<file path="src/rtl/sram_arb_pkg.sv">
// Shared widths and FSM encoding for the SRAM arbiter slice.
package sram_arb_pkg;

   localparam int RAM_AW = 15;
   localparam int RAM_DW = 16;

   typedef enum logic {
      IDLE    = 1'b0,
      RD_RESP = 1'b1
   } arb_state_t;

endpackage

</file>
<file path="src/rtl/sram_arb_wait_cnt.sv">
// Saturating up-counter with synchronous clear (clear wins over increment).
module sram_arb_wait_cnt #(
   parameter int W     = 16,
   parameter int LIMIT = 64
) (
   input  logic         clk,
   input  logic         rst,
   input  logic         clr,
   input  logic         inc,
   output logic [W-1:0] count
);

   localparam logic [W-1:0] LIM = W'(LIMIT);

   logic [W-1:0] count_reg, count_next;

   always_comb begin
      count_next = count_reg;
      if (clr)
         count_next = '0;
      else if (inc && (count_reg != LIM))
         count_next = count_reg + W'(1);
   end

   always_ff @(posedge clk or posedge rst) begin
      if (rst)
         count_reg <= '0;
      else
         count_reg <= count_next;
   end

   assign count = count_reg;

endmodule

</file>
<file path="src/rtl/sram_arbiter.sv">
// CPU-priority arbiter for the single-port SRAM with a DMA req/gnt port and 1-cycle read return.
// Optional wait statistics (stat_clr/stat_wait) are built when ARB_WAIT_STATS_EN is defined.
module sram_arbiter
   import sram_arb_pkg::*;
#(
   parameter int AW           = RAM_AW,
   parameter int DW           = RAM_DW,
   parameter int STARVE_LIMIT = 64
) (
   input  logic          clk,
   input  logic          rst,
   input  logic          cpu_sel,
   input  logic [AW-1:0] cpu_addr,
   input  logic          cpu_wr,
   input  logic [DW-1:0] cpu_wdata,
   output logic [DW-1:0] cpu_rdata,
   input  logic          dma_req,
   input  logic          dma_we,
   input  logic [AW-1:0] dma_addr,
   input  logic [DW-1:0] dma_wdata,
   output logic          dma_gnt,
   output logic          dma_rvalid,
   output logic [DW-1:0] dma_rdata,
   output logic          starve,
`ifdef ARB_WAIT_STATS_EN
   input  logic          stat_clr,
   output logic [15:0]   stat_wait,
`endif
   output logic [AW-1:0] ram_addr,
   output logic [DW-1:0] ram_din,
   output logic          ram_we,
   input  logic [DW-1:0] ram_dout
);

   arb_state_t    state_reg, state_next;
   logic [AW-1:0] addr_hold_reg;
   logic [DW-1:0] din_hold_reg;
   logic [DW-1:0] rdata_hold_reg;
   logic          starve_reg, starve_next;
   logic          dma_wait;
   logic [15:0]   starve_cnt;

   assign dma_gnt   = dma_req & ~cpu_sel;
   assign dma_wait  = dma_req & ~dma_gnt;
   assign cpu_rdata = ram_dout;

   // With no owner the address/data lines park on the last DMA values.
   always_comb begin
      ram_addr = addr_hold_reg;
      ram_din  = din_hold_reg;
      ram_we   = 1'b0;
      if (cpu_sel) begin
         ram_addr = cpu_addr;
         ram_din  = cpu_wdata;
         ram_we   = cpu_wr;
      end else if (dma_gnt) begin
         ram_addr = dma_addr;
         ram_din  = dma_wdata;
         ram_we   = dma_we;
      end
   end

   always_comb begin
      state_next = IDLE;
      case (state_reg)
         IDLE, RD_RESP: if (dma_gnt && !dma_we) state_next = RD_RESP;
         default:       state_next = IDLE;
      endcase
   end

   always_ff @(posedge clk or posedge rst) begin
      if (rst) begin
         state_reg      <= IDLE;
         addr_hold_reg  <= '0;
         din_hold_reg   <= '0;
         rdata_hold_reg <= '0;
         starve_reg     <= 1'b0;
      end else begin
         state_reg <= state_next;
         if (dma_gnt) begin
            addr_hold_reg <= dma_addr;
            din_hold_reg  <= dma_wdata;
         end
         if (state_reg == RD_RESP)
            rdata_hold_reg <= ram_dout;
         starve_reg <= starve_next;
      end
   end

   // douta already carries the DMA word during RD_RESP; outside it the captured word is held.
   assign dma_rvalid = (state_reg == RD_RESP);
   assign dma_rdata  = dma_rvalid ? ram_dout : rdata_hold_reg;

   sram_arb_wait_cnt #(
      .W     (16),
      .LIMIT (STARVE_LIMIT)
   ) u_starve_cnt (
      .clk   (clk),
      .rst   (rst),
      .clr   (dma_gnt | ~dma_req),
      .inc   (dma_wait),
      .count (starve_cnt)
   );

   // Set on the edge at which the wait count reaches the limit.
   always_comb begin
      starve_next = starve_reg;
      if (dma_gnt)
         starve_next = 1'b0;
      else if (dma_wait && (starve_cnt >= 16'(STARVE_LIMIT - 1)))
         starve_next = 1'b1;
   end

   assign starve = starve_reg;

`ifdef ARB_WAIT_STATS_EN
   sram_arb_wait_cnt #(
      .W     (16),
      .LIMIT (16'hFFFF)
   ) u_stat_cnt (
      .clk   (clk),
      .rst   (rst),
      .clr   (stat_clr),
      .inc   (dma_wait),
      .count (stat_wait)
   );
`endif

endmodule
</file>
<file path="config.mk">
export PLATFORM = sky130hd
export DESIGN_NAME = sram_arbiter
export DESIGN_NICKNAME = d
export VERILOG_FILES = /design/src/rtl/sram_arb_pkg.sv /design/src/rtl/sram_arb_wait_cnt.sv /design/src/rtl/sram_arbiter.sv
export SDC_FILE = /design/constraint.sdc
export NUM_CORES = 1
export LEC_CHECK = 0
export ABC_AREA = 1
export CAP_MARGIN = 20
export CORE_AREA = 2 2 92 94
export DETAILED_ROUTE_END_ITERATION = 10
export DIE_AREA = 0 0 94 96
export PLACE_DENSITY_LB_ADDON = 0.2
export REMOVE_ABC_BUFFERS = 1
export SYNTH_ARGS = -nofsm -noshare
export SYNTH_HDL_FRONTEND = slang
export SYNTH_SLANG_ARGS = --single-unit
</file>
<file path="constraint.sdc">
create_clock -name clk -period 2.41 [get_ports clk]
set_input_delay 0.482 -clock clk [delete_from_list [all_inputs] [get_ports clk]]
set_output_delay 0.482 -clock clk [all_outputs]
set_load 0.005 [all_outputs]
</file>
# == Word level (Yosys, flattened, before mapping) ==
# Index checks and enable logic that the tools add are counted.
# op_classes
n_addsub,1
multipliers,0
div_mod_pow,0
magnitude_cmp,1
eq_ne,1
n_shift,0
mux,12
n_bitwise,6
reduce_logical,6
# ops
op,n
$mux 16,5
$mux 15,2
$add 16x1->16 const B,1
$ge 16x6->1 const B,1
$ne 16x7->1 const B,1
$mux 1,5
$reduce_bool 2->1,2
$logic_and 1x1->1,3
$not 1->1,3
$and 1x1->1,2
$logic_not 1->1,1
$or 1x1->1,1
# word_totals
register_bits,65
latch_bits,0
mem_bits_rw,0
rom_bits,0
output_inout_bits,67
wordCells,33
mem_count,0

# == Depth between registers and ports, before layout ==
# Gate-level depths: netlist of run 1.
# depth
depth_word,7
depth_mapped,8

# == By module ==
# Synthesis of run 1 repeated with hierarchy kept, for this count alone.
# unflattened
hier_cells,438
hier_area_um2,3483.3
# modules_own_cells
mod,n_inst,cells_per_inst,area_per_inst_um2,seq_area_each_um2
sram_arbiter,1,276,2392.3,1226.2
sram_arb_wait_cnt,1,162,1091.0,400.4

# == Least setup slack after synthesis of run 1 ==
# No wires, ideal clock.
# synth_timing
path_type,input to output
from,in cpu_sel
to,out ram_addr[10]
t_arrival_ns,1.130
path_slack_ns,0.798
stages,6
path_cell_list,inv_2 nand2_2 inv_2 buf_4 nand2_1 a31oi_1
# synth_between
elab_chain_cells,4
# synth_lines
item,line_no,source
from (decl),sram_arbiter.sv:12,"input logic cpu_sel,"
$not 1->1,sram_arbiter.sv:43,assign dma_gnt = dma_req & ~cpu_sel;
$and 1x1->1,sram_arbiter.sv:43,
named net dma_gnt,sram_arbiter.sv:21,"output logic dma_gnt,"
$mux 15,sram_arbiter.sv:56,end else if (dma_gnt) begin
$mux 15,sram_arbiter.sv:52,if (cpu_sel) begin
to (decl),sram_arbiter.sv:29,"output logic [AW-1:0] ram_addr,"
# The timed path passes the listed nets, and every way through them passes these cells.

# == Worst setup path after layout of run 1 ==
# layout_timing
from,reg state_reg (netlist: dma_rvalid)
to,out dma_rdata[2]
# layout_between
elab_chain_cells,1
# layout_lines
item,line_no,source
from (decl),sram_arbiter.sv:35,"arb_state_t state_reg, state_next;"
from (signal assigned),sram_arbiter.sv:79,state_reg <= state_next;
$mux 16,n/a,
to (decl),sram_arbiter.sv:23,"output logic [DW-1:0] dma_rdata,"
# No other way between the ends.

==> metrics, run 1 <==
Die Height approximately 96 um; simple-gate share of the synthesized area 27.1%; Final Hold Viols 0; CP max FO 17; worst slew pin tran 0.342 ns; Multi-input gate area about 1400 sq um; Avg Cell Area, Syn slightly above 8 sq um; clk sinks 65; min Tclk post-route ~2.2 ns; core area 8050 sq um; Layout Skew around 0.0046 ns; Clock Pin Slew Worst Setup and Hold Paths approximately 0.070 ns; row cnt 33; post-synthesis register bit count between 60 and 70; final instance area roughly 5300 sq um; GRT Overall Usage 19.3%; Warnings, synthesis 0; largest net degree at the start of global routing 66; number of global-route vias before repair about 3100; Root Driver clkbuf_8; mux contribution to synthesized area 5.51%; layout net count 652; max_slew headroom 77.2%; fill cell count ~710; Non-Filler Instances 676; Routed WL 8.65 mm; Max Slew Vio Count 0; P&R area growth vs syn 62.5%; DRC violations left 0; Critical Path RT slightly below 2 ns; pre-CTS setup slack -0.228 ns; post-synthesis cell type count 27; outcome complete, no violations; TritonCTS clock tree yes; hold_buf cts 0; final setup margin roughly 0.19 ns; GRT overflow 0; DR vias 3227; Ant. Diodes 0; Starting Density 40.6%; Final Wtd Congestion 0.778; HPWL Detailed ~6.4 mm; full die area about 9000 sq um; total power draw 3090 uW; 1st-iter DRT viols 88; Mapped Cells approximately 400; I/O Buffers 150; share of post-route cells with drive strength above 1 roughly 15%; antenna violations before repair 0; CP Launch Type flop; placed instance count 659; Die W around 94 um; min-delay worst type reg2reg; register area approximately 1600 sq um; Post-Syn Area 3270 sq um; static leakage between 0.002 and 0.0025 uW; RSZ-0062 raised after global routing no; Crit Path Category reg2out; Boundary Pins 151; period utilization 92.2%; area fraction in compound gates after synthesis under 10%; Routed WL per cell approximately 13 um; FMAX 0.450 GHz; Seq/Total Area, Yosys 49.7%; CTS buffer count 9; maximum vdd ir drop approximately 0.00028 V; clk buf depth 2; routed vias/inst between 4 and 5; final setup vio count 0; Synth Area in XOR/XNOR less than 1%; H-tree depth 3; Placement Cell Area 5080 sq um; worst skew pair latency approximately 0.34 ns; PwrDens 581 nW/um^2; Worst setup EP type primary output; Post-Synth Adder-Cell Area less than 1%; arrival time worst endpoint ~1.7 ns; ANT nets after route 0; first-pass GRT wire length roughly 14 mm; largest family of logic cells by synthesized area simple AND/OR/NAND/NOR gates; max_cap viols 0; DR pass1 iterations 4
==> Yosys cell counts <==
cell type,instances,area share (%)
a211oi_1,1,0.23
mux2_2,16,5.5
nand2_1,127,15
o21bai_1,2,0.46
nand3b_1,1,0.23
o21a_1,1,0.23
buf_4,20,4.6
nand3_2,1,0.31
o21ai_1,1,0.15
ha_1,2,0.76
buf_1,2,0.23
a22o_1,1,0.27
xor2_1,1,0.27
and2_1,1,0.19
clkbuf_1,4,0.46
a21oi_1,4,0.61
inv_2,2,0.23
nor2_1,65,7.5
buf_2,6,0.92
a31oi_1,31,5.9
inv_1,16,1.8
nand3_1,13,2.0
nor2_4,3,1.0
nand4_1,4,0.76
dfrtp_1,65,50
o21ai_0,3,0.46
nand2_2,3,0.57
==> cell usage in the layout, fill, tap and decap left out <==
cell type | synthesis | layout
inv_2 | 2 | 2
clkdlybuf4s50_1 | 0 | 116
clkbuf_16 | 0 | 1
buf_4 | 20 | 34
nand3b_1 | 1 | 1
dlymetal6s2s_1 | 0 | 4
o21a_1 | 1 | 1
a22o_1 | 1 | 1
clkbuf_2 | 0 | 5
nand2_2 | 3 | 2
clkinvlp_4 | 0 | 1
xor2_1 | 1 | 1
o21ai_1 | 1 | 1
and2_1 | 1 | 1
a21oi_1 | 4 | 4
dlygate4sd2_1 | 0 | 25
nor2_4 | 3 | 3
clkinv_4 | 0 | 2
a31oi_1 | 31 | 31
ha_1 | 2 | 2
clkbuf_8 | 0 | 10
nor2_1 | 65 | 65
dfrtp_1 | 65 | 65
o21bai_1 | 2 | 2
buf_12 | 0 | 6
inv_4 | 0 | 1
nand3_2 | 1 | 1
o21ai_0 | 3 | 3
mux2_2 | 16 | 16
nand2_1 | 127 | 127
nand2_4 | 0 | 1
a211oi_1 | 1 | 1
nand4_1 | 4 | 4
bufinv_16 | 0 | 3
inv_1 | 16 | 15
nand3_1 | 13 | 13
==> layer usage <==
| metal | global-route usage, % | vias to the layer above | share of wire [%] |
|---|---|---|---|
| met5 | 0 | - | 0 |
| met4 | 5.92 | 0 | 1.2 |
| met3 | 7.99 | 11 | 10 |
| met2 | 33.9 | 119 | 49 |
| met1 | 21.5 | 1479 | 40 |
| li1 | - | 1618 | - |
==> cells by family (layout without fill, tap and decap cells) <==
logic type | Yosys count | count (layout)
AO/OA/AOI/OAI | 44 | 44
XOR/XNOR | 1 | 1
adder cells (fa/ha/maj) | 2 | 2
buffers and inverters | 50 | 225
flip-flops | 65 | 65
multiplexers | 16 | 16
AND/OR/NAND/NOR | 218 | 218
==> layout make-up <==
| cell class | instances | area share [%] |
|---|---|---|
| timing repair buffer | 191 | 34.9 |
| sequential | 65 | 30.6 |
| multi-input combinational | 281 | 25.9 |
| clock buffer | 10 | 2.59 |
| tap | 105 | 2.47 |
| clock inverter | 6 | 2.17 |
| inverter | 18 | 1.32 |
==> worst paths after layout <==
check                                       from                      to  slack, ns  cells after the start
max in group asynchronous                    rst   u_starve_cnt.count[1]       1.62                      3
min in group asynchronous                    rst              dma_rvalid       0.52                      3
min                              din_hold_reg[2]         din_hold_reg[2]       0.48                      2
max                                   dma_rvalid            dma_rdata[2]       0.19                      3
max reg2reg                u_starve_cnt.count[1]  u_starve_cnt.count[10]       1.09                      7
min reg2reg                      din_hold_reg[2]         din_hold_reg[2]       0.48                      2
==> stage by stage <==
step | util [%] | setup TNS (ns) | hold WS, ns
floorplan | - | -7.19 | 0.445
global placement | 63.0 | -5.93 | 0.458
detailed placement | 63.0 | -5.91 | 0.464
CTS | 65.8 | -0.376 | 0.483
global route | 66.0 | 0 | 0.500
finish | 66.0 | 0 | 0.480
==> worst max-delay path, stage by stage (launching register included) <==
cell and delay [ns]:
dfrtp_1 0.32, buf_4 0.23, mux2_2 0.37, clkdlybuf4s50_1 0.47
==> power by group <==
part	internal [uW]	switching (uW)	leakage, uW	total, uW
clock network	718	430	0.000123	1150
logic	432	271	0.00154	702
registers	1210	30.8	0.000823	1240
==> timing repair <==
item,in CTS,in global routing
endpoints found under the hold margin,0,0
pin swaps,1,1
resized for setup,32,14
gates cloned,0,1
setup buffers,0,0
endpoints found under the setup margin,32,16
(Power assumes the default switching activity.)
==> inputs of run 2 (changes only) <==
--- a/config.mk
+++ b/config.mk
@@ -7,9 +7,9 @@
 export LEC_CHECK = 0
 export ABC_AREA = 1
 export CAP_MARGIN = 20
-export CORE_AREA = 2 2 92 94
+export CORE_AREA = 2 2 94 96
 export DETAILED_ROUTE_END_ITERATION = 10
-export DIE_AREA = 0 0 94 96
+export DIE_AREA = 0 0 96 98
 export PLACE_DENSITY_LB_ADDON = 0.2
 export REMOVE_ABC_BUFFERS = 1
 export SYNTH_ARGS = -nofsm -noshare
==> run 2 against run 1 <==
Compared with the run above: global-route usage shrank 0.12 points; sequential share of layout area grew 0.22 points; core utilization down 3.7 points; maximum frequency fell by 4.4%; first-iteration DRC count increased by 19%; final cell count grew 0.74%; highest routed layer unchanged; hold slack got worse by 0.0018 ns; routed wire length rose by 0.92%; critical path type is now in2out; critical endpoint is now ram_addr[11].
==> metrics, run 2 (same netlist as run 1, synthesis figures left out) <==
first-pass GRT wire length 14.1 mm (was 13.7 mm); CP Launch Type input pin (was flop); max_slew headroom 77.4% (was 77.2%); most frequent cells in the layout nand2_1 (127), clkdlybuf4s50_1 (117), nor2_1 (65), dfrtp_1 (65), buf_4 (37) (was nand2_1 (127), clkdlybuf4s50_1 (116), nor2_1 (65), dfrtp_1 (65), buf_4 (34)); H-tree depth 3 (unchanged); Placement Cell Area 5030 sq um (was 5080 sq um); max_cap viols 0 (unchanged); min-delay worst type reg2reg (unchanged); HPWL Detailed 6.13 mm (was 6.35 mm); Clock Pin Slew Worst Setup and Hold Paths 0.07 ns (about the same); DR pass1 iterations 4 (unchanged); GRT overflow 0 (unchanged); fill cell count 732 (was 705); worst skew pair latency 0.34 ns (about the same); setup tns final 0 ns (unchanged); layout net count 654 (was 652); Final Hold Viols 0 (unchanged); I/O Buffers 150 (unchanged); Power Internal 2150 uW (was 2360 uW); static leakage 0.00246 uW (was 0.00248 uW); Root Driver clkbuf_8 (unchanged); Final Wtd Congestion 0.805 (was 0.778); critical path's top delay family buffers and inverters (unchanged); maximum vdd ir drop 0.000236 V (was 0.000285 V); share of post-route cells with drive strength above 1 14.7% (was 15.4%); leading cell type in the layout, fill and taps excluded nand2_1 (unchanged); 1st-iter DRT viols 105 (was 88); Crit Path Category in2out (was reg2out); Slowest-stage cell, CP dlygate4sd2_1 (was clkdlybuf4s50_1); final instance area 5280 sq um (was 5320 sq um); portion of total power attributed to combinational logic 24.9% (was 22.7%); antenna violations before repair 0 (unchanged); core area 8470 sq um (was 8050 sq um); final setup margin 0.0836 ns (was 0.187 ns); pre-CTS setup slack -0.296 ns (was -0.228 ns); Boundary Pins 151 (unchanged); Routed WL per cell 12.8 um (about the same); period utilization 96.5% (was 92.2%); Clk network pwr share 31.9% (was 37.2%); P&R area growth vs syn 61.3% (was 62.5%); arrival time worst endpoint 1.84 ns (was 1.74 ns); Max Slew Vio Count 0 (unchanged); final setup vio count 0 (unchanged); Routed WL 8.73 mm (was 8.65 mm); Critical Path RT 1.93 ns (about the same); Reg power frac 43.2% (was 40.1%); DR vias 3255 (was 3227); Sw Ratio 25.0% (was 23.7%); DRC violations left 0 (unchanged); clk sinks 65 (unchanged); FMAX 0.430 GHz (was 0.450 GHz); worst path buffer plus inverter count 6 (was 2); Worst setup EP type primary output (unchanged); reg-to-reg setup timing slack 1.08 ns (was 1.09 ns); critical path's largest stage delay 0.26 ns (was 0.47 ns); full die area 9410 sq um (was 9020 sq um); min Tclk post-route 2.33 ns (was 2.22 ns); CTS buffer count 9 (unchanged); GRT Overall Usage 19.2% (was 19.3%); row cnt 34 (was 33); routed vias/inst 4.78 (was 4.77); Starting Density 38.6% (was 40.6%); Layout Skew 0.00589 ns (was 0.00461 ns); number of global-route vias before repair 3156 (was 3139); worst slew pin tran 0.339 ns (was 0.342 ns); outcome complete, no violations (unchanged); Most Frequent Cell on Critical Path dlygate4sd2_1; PwrDens 542 nW/um^2 (was 581 nW/um^2); TritonCTS clock tree yes (unchanged); clk buf depth 2 (unchanged); Die Height 98 um (was 96 um); Sw Pwr 714 uW (was 732 uW); ANT nets after route 0 (unchanged); Die W 96 um (was 94 um); largest net degree at the start of global routing 66 (unchanged); CP max FO 7 (was 17); CP cell instances dlygate4sd2_1 > inv_2 > nand2_4 > inv_6 > buf_16 > buf_4 > nand2_1 > a31oi_1 > dlygate4sd2_1 (was buf_4 > mux2_2 > clkdlybuf4s50_1); Ant. Diodes 0 (unchanged); RSZ-0062 raised after global routing no (unchanged)
==> run 2: cell types whose count changed in the layout (fill, tap and decap cells not counted), sizes merged <==
cell | before | now
dlymetal6s2s | 4 | 3
clkbuf | 16 | 11
clkdlybuf4s50 | 116 | 117
buf | 40 | 43
clkinvlp | 1 | 0
dlygate4sd2 | 25 | 30
inv | 18 | 19
bufinv | 3 | 1
clkinv | 2 | 3
==> run 2: what timing repair did <==
action / 4_1_cts / 5_1_grt
resized for setup: 35 / 3
cloned: 1 / 0
buffers inserted: 5 / 0
pin swaps: 1 / 0
hold buffers: 0 / 0
setup endpoints to repair: 33 / 3
==> run 2: final timing paths <==
path,startpoint,end,depth (start not counted)
max,cpu_sel,ram_addr[11],9
min,addr_hold_reg[2],addr_hold_reg[2],2
max reg2reg,u_starve_cnt.count[1],u_starve_cnt.count[10],7
min reg2reg,addr_hold_reg[2],addr_hold_reg[2],2
max in group asynchronous,rst,u_starve_cnt.count[9],3
min in group asynchronous,rst,rdata_hold_reg[2],3
==> run 2: layout make-up <==
cell class | instances | area, sq um | area share, %
Inverter | 18 | 72.6 | 1.38
Multi-Input combinational cell | 281 | 1380 | 26.1
Tap cell | 108 | 135 | 2.56
Sequential cell | 65 | 1630 | 30.8
Clock buffer | 11 | 141 | 2.68
Timing Repair Buffer | 193 | 1870 | 35.4
Clock inverter | 5 | 53.8 | 1.02
==> run 2: tightest hold or removal path, stage by stage, from the launching register on <==
cell	delay, ns
dfrtp_1	0.33
nand2_1	0.06
nand2_1	0.06
==> run 2: per-stage QoR <==
stage          utilization (%)  power (uW)  cells  hold slack, ns
2_1_floorplan                -        1490    364           0.445
3_3_place_gp              59.4        1980    659           0.459
3_5_place_dp              59.4        1990    659           0.463
4_1_cts                   62.2        2900    681           0.483
5_1_grt                   62.3        3020    681           0.505
6_report                  62.3        2860    681           0.479
==> run 2: metal layers <==
metal  vias to the layer above  GRT usage, %  part of all wire [%]  routed length [um]
li1                       1619             -                     -                   -
met3                        12          5.25                   8.5                 739
met4                         0          7.58                   1.9                 162
met2                       140          32.2                    48                4210
met1                      1484          23.1                    41                3620
met5                         -             0                     0                   0
==> run 2: power groups by stage <==
stage | combinational [uW] | sequential (uW) | clock [uW]
after floorplan | 243 | 1250 | 0
after global placement | 729 | 1250 | 0
after detailed placement | 737 | 1260 | 0
after CTS | 721 | 1240 | 942
after global routing | 782 | 1250 | 992
final | 711 | 1240 | 913
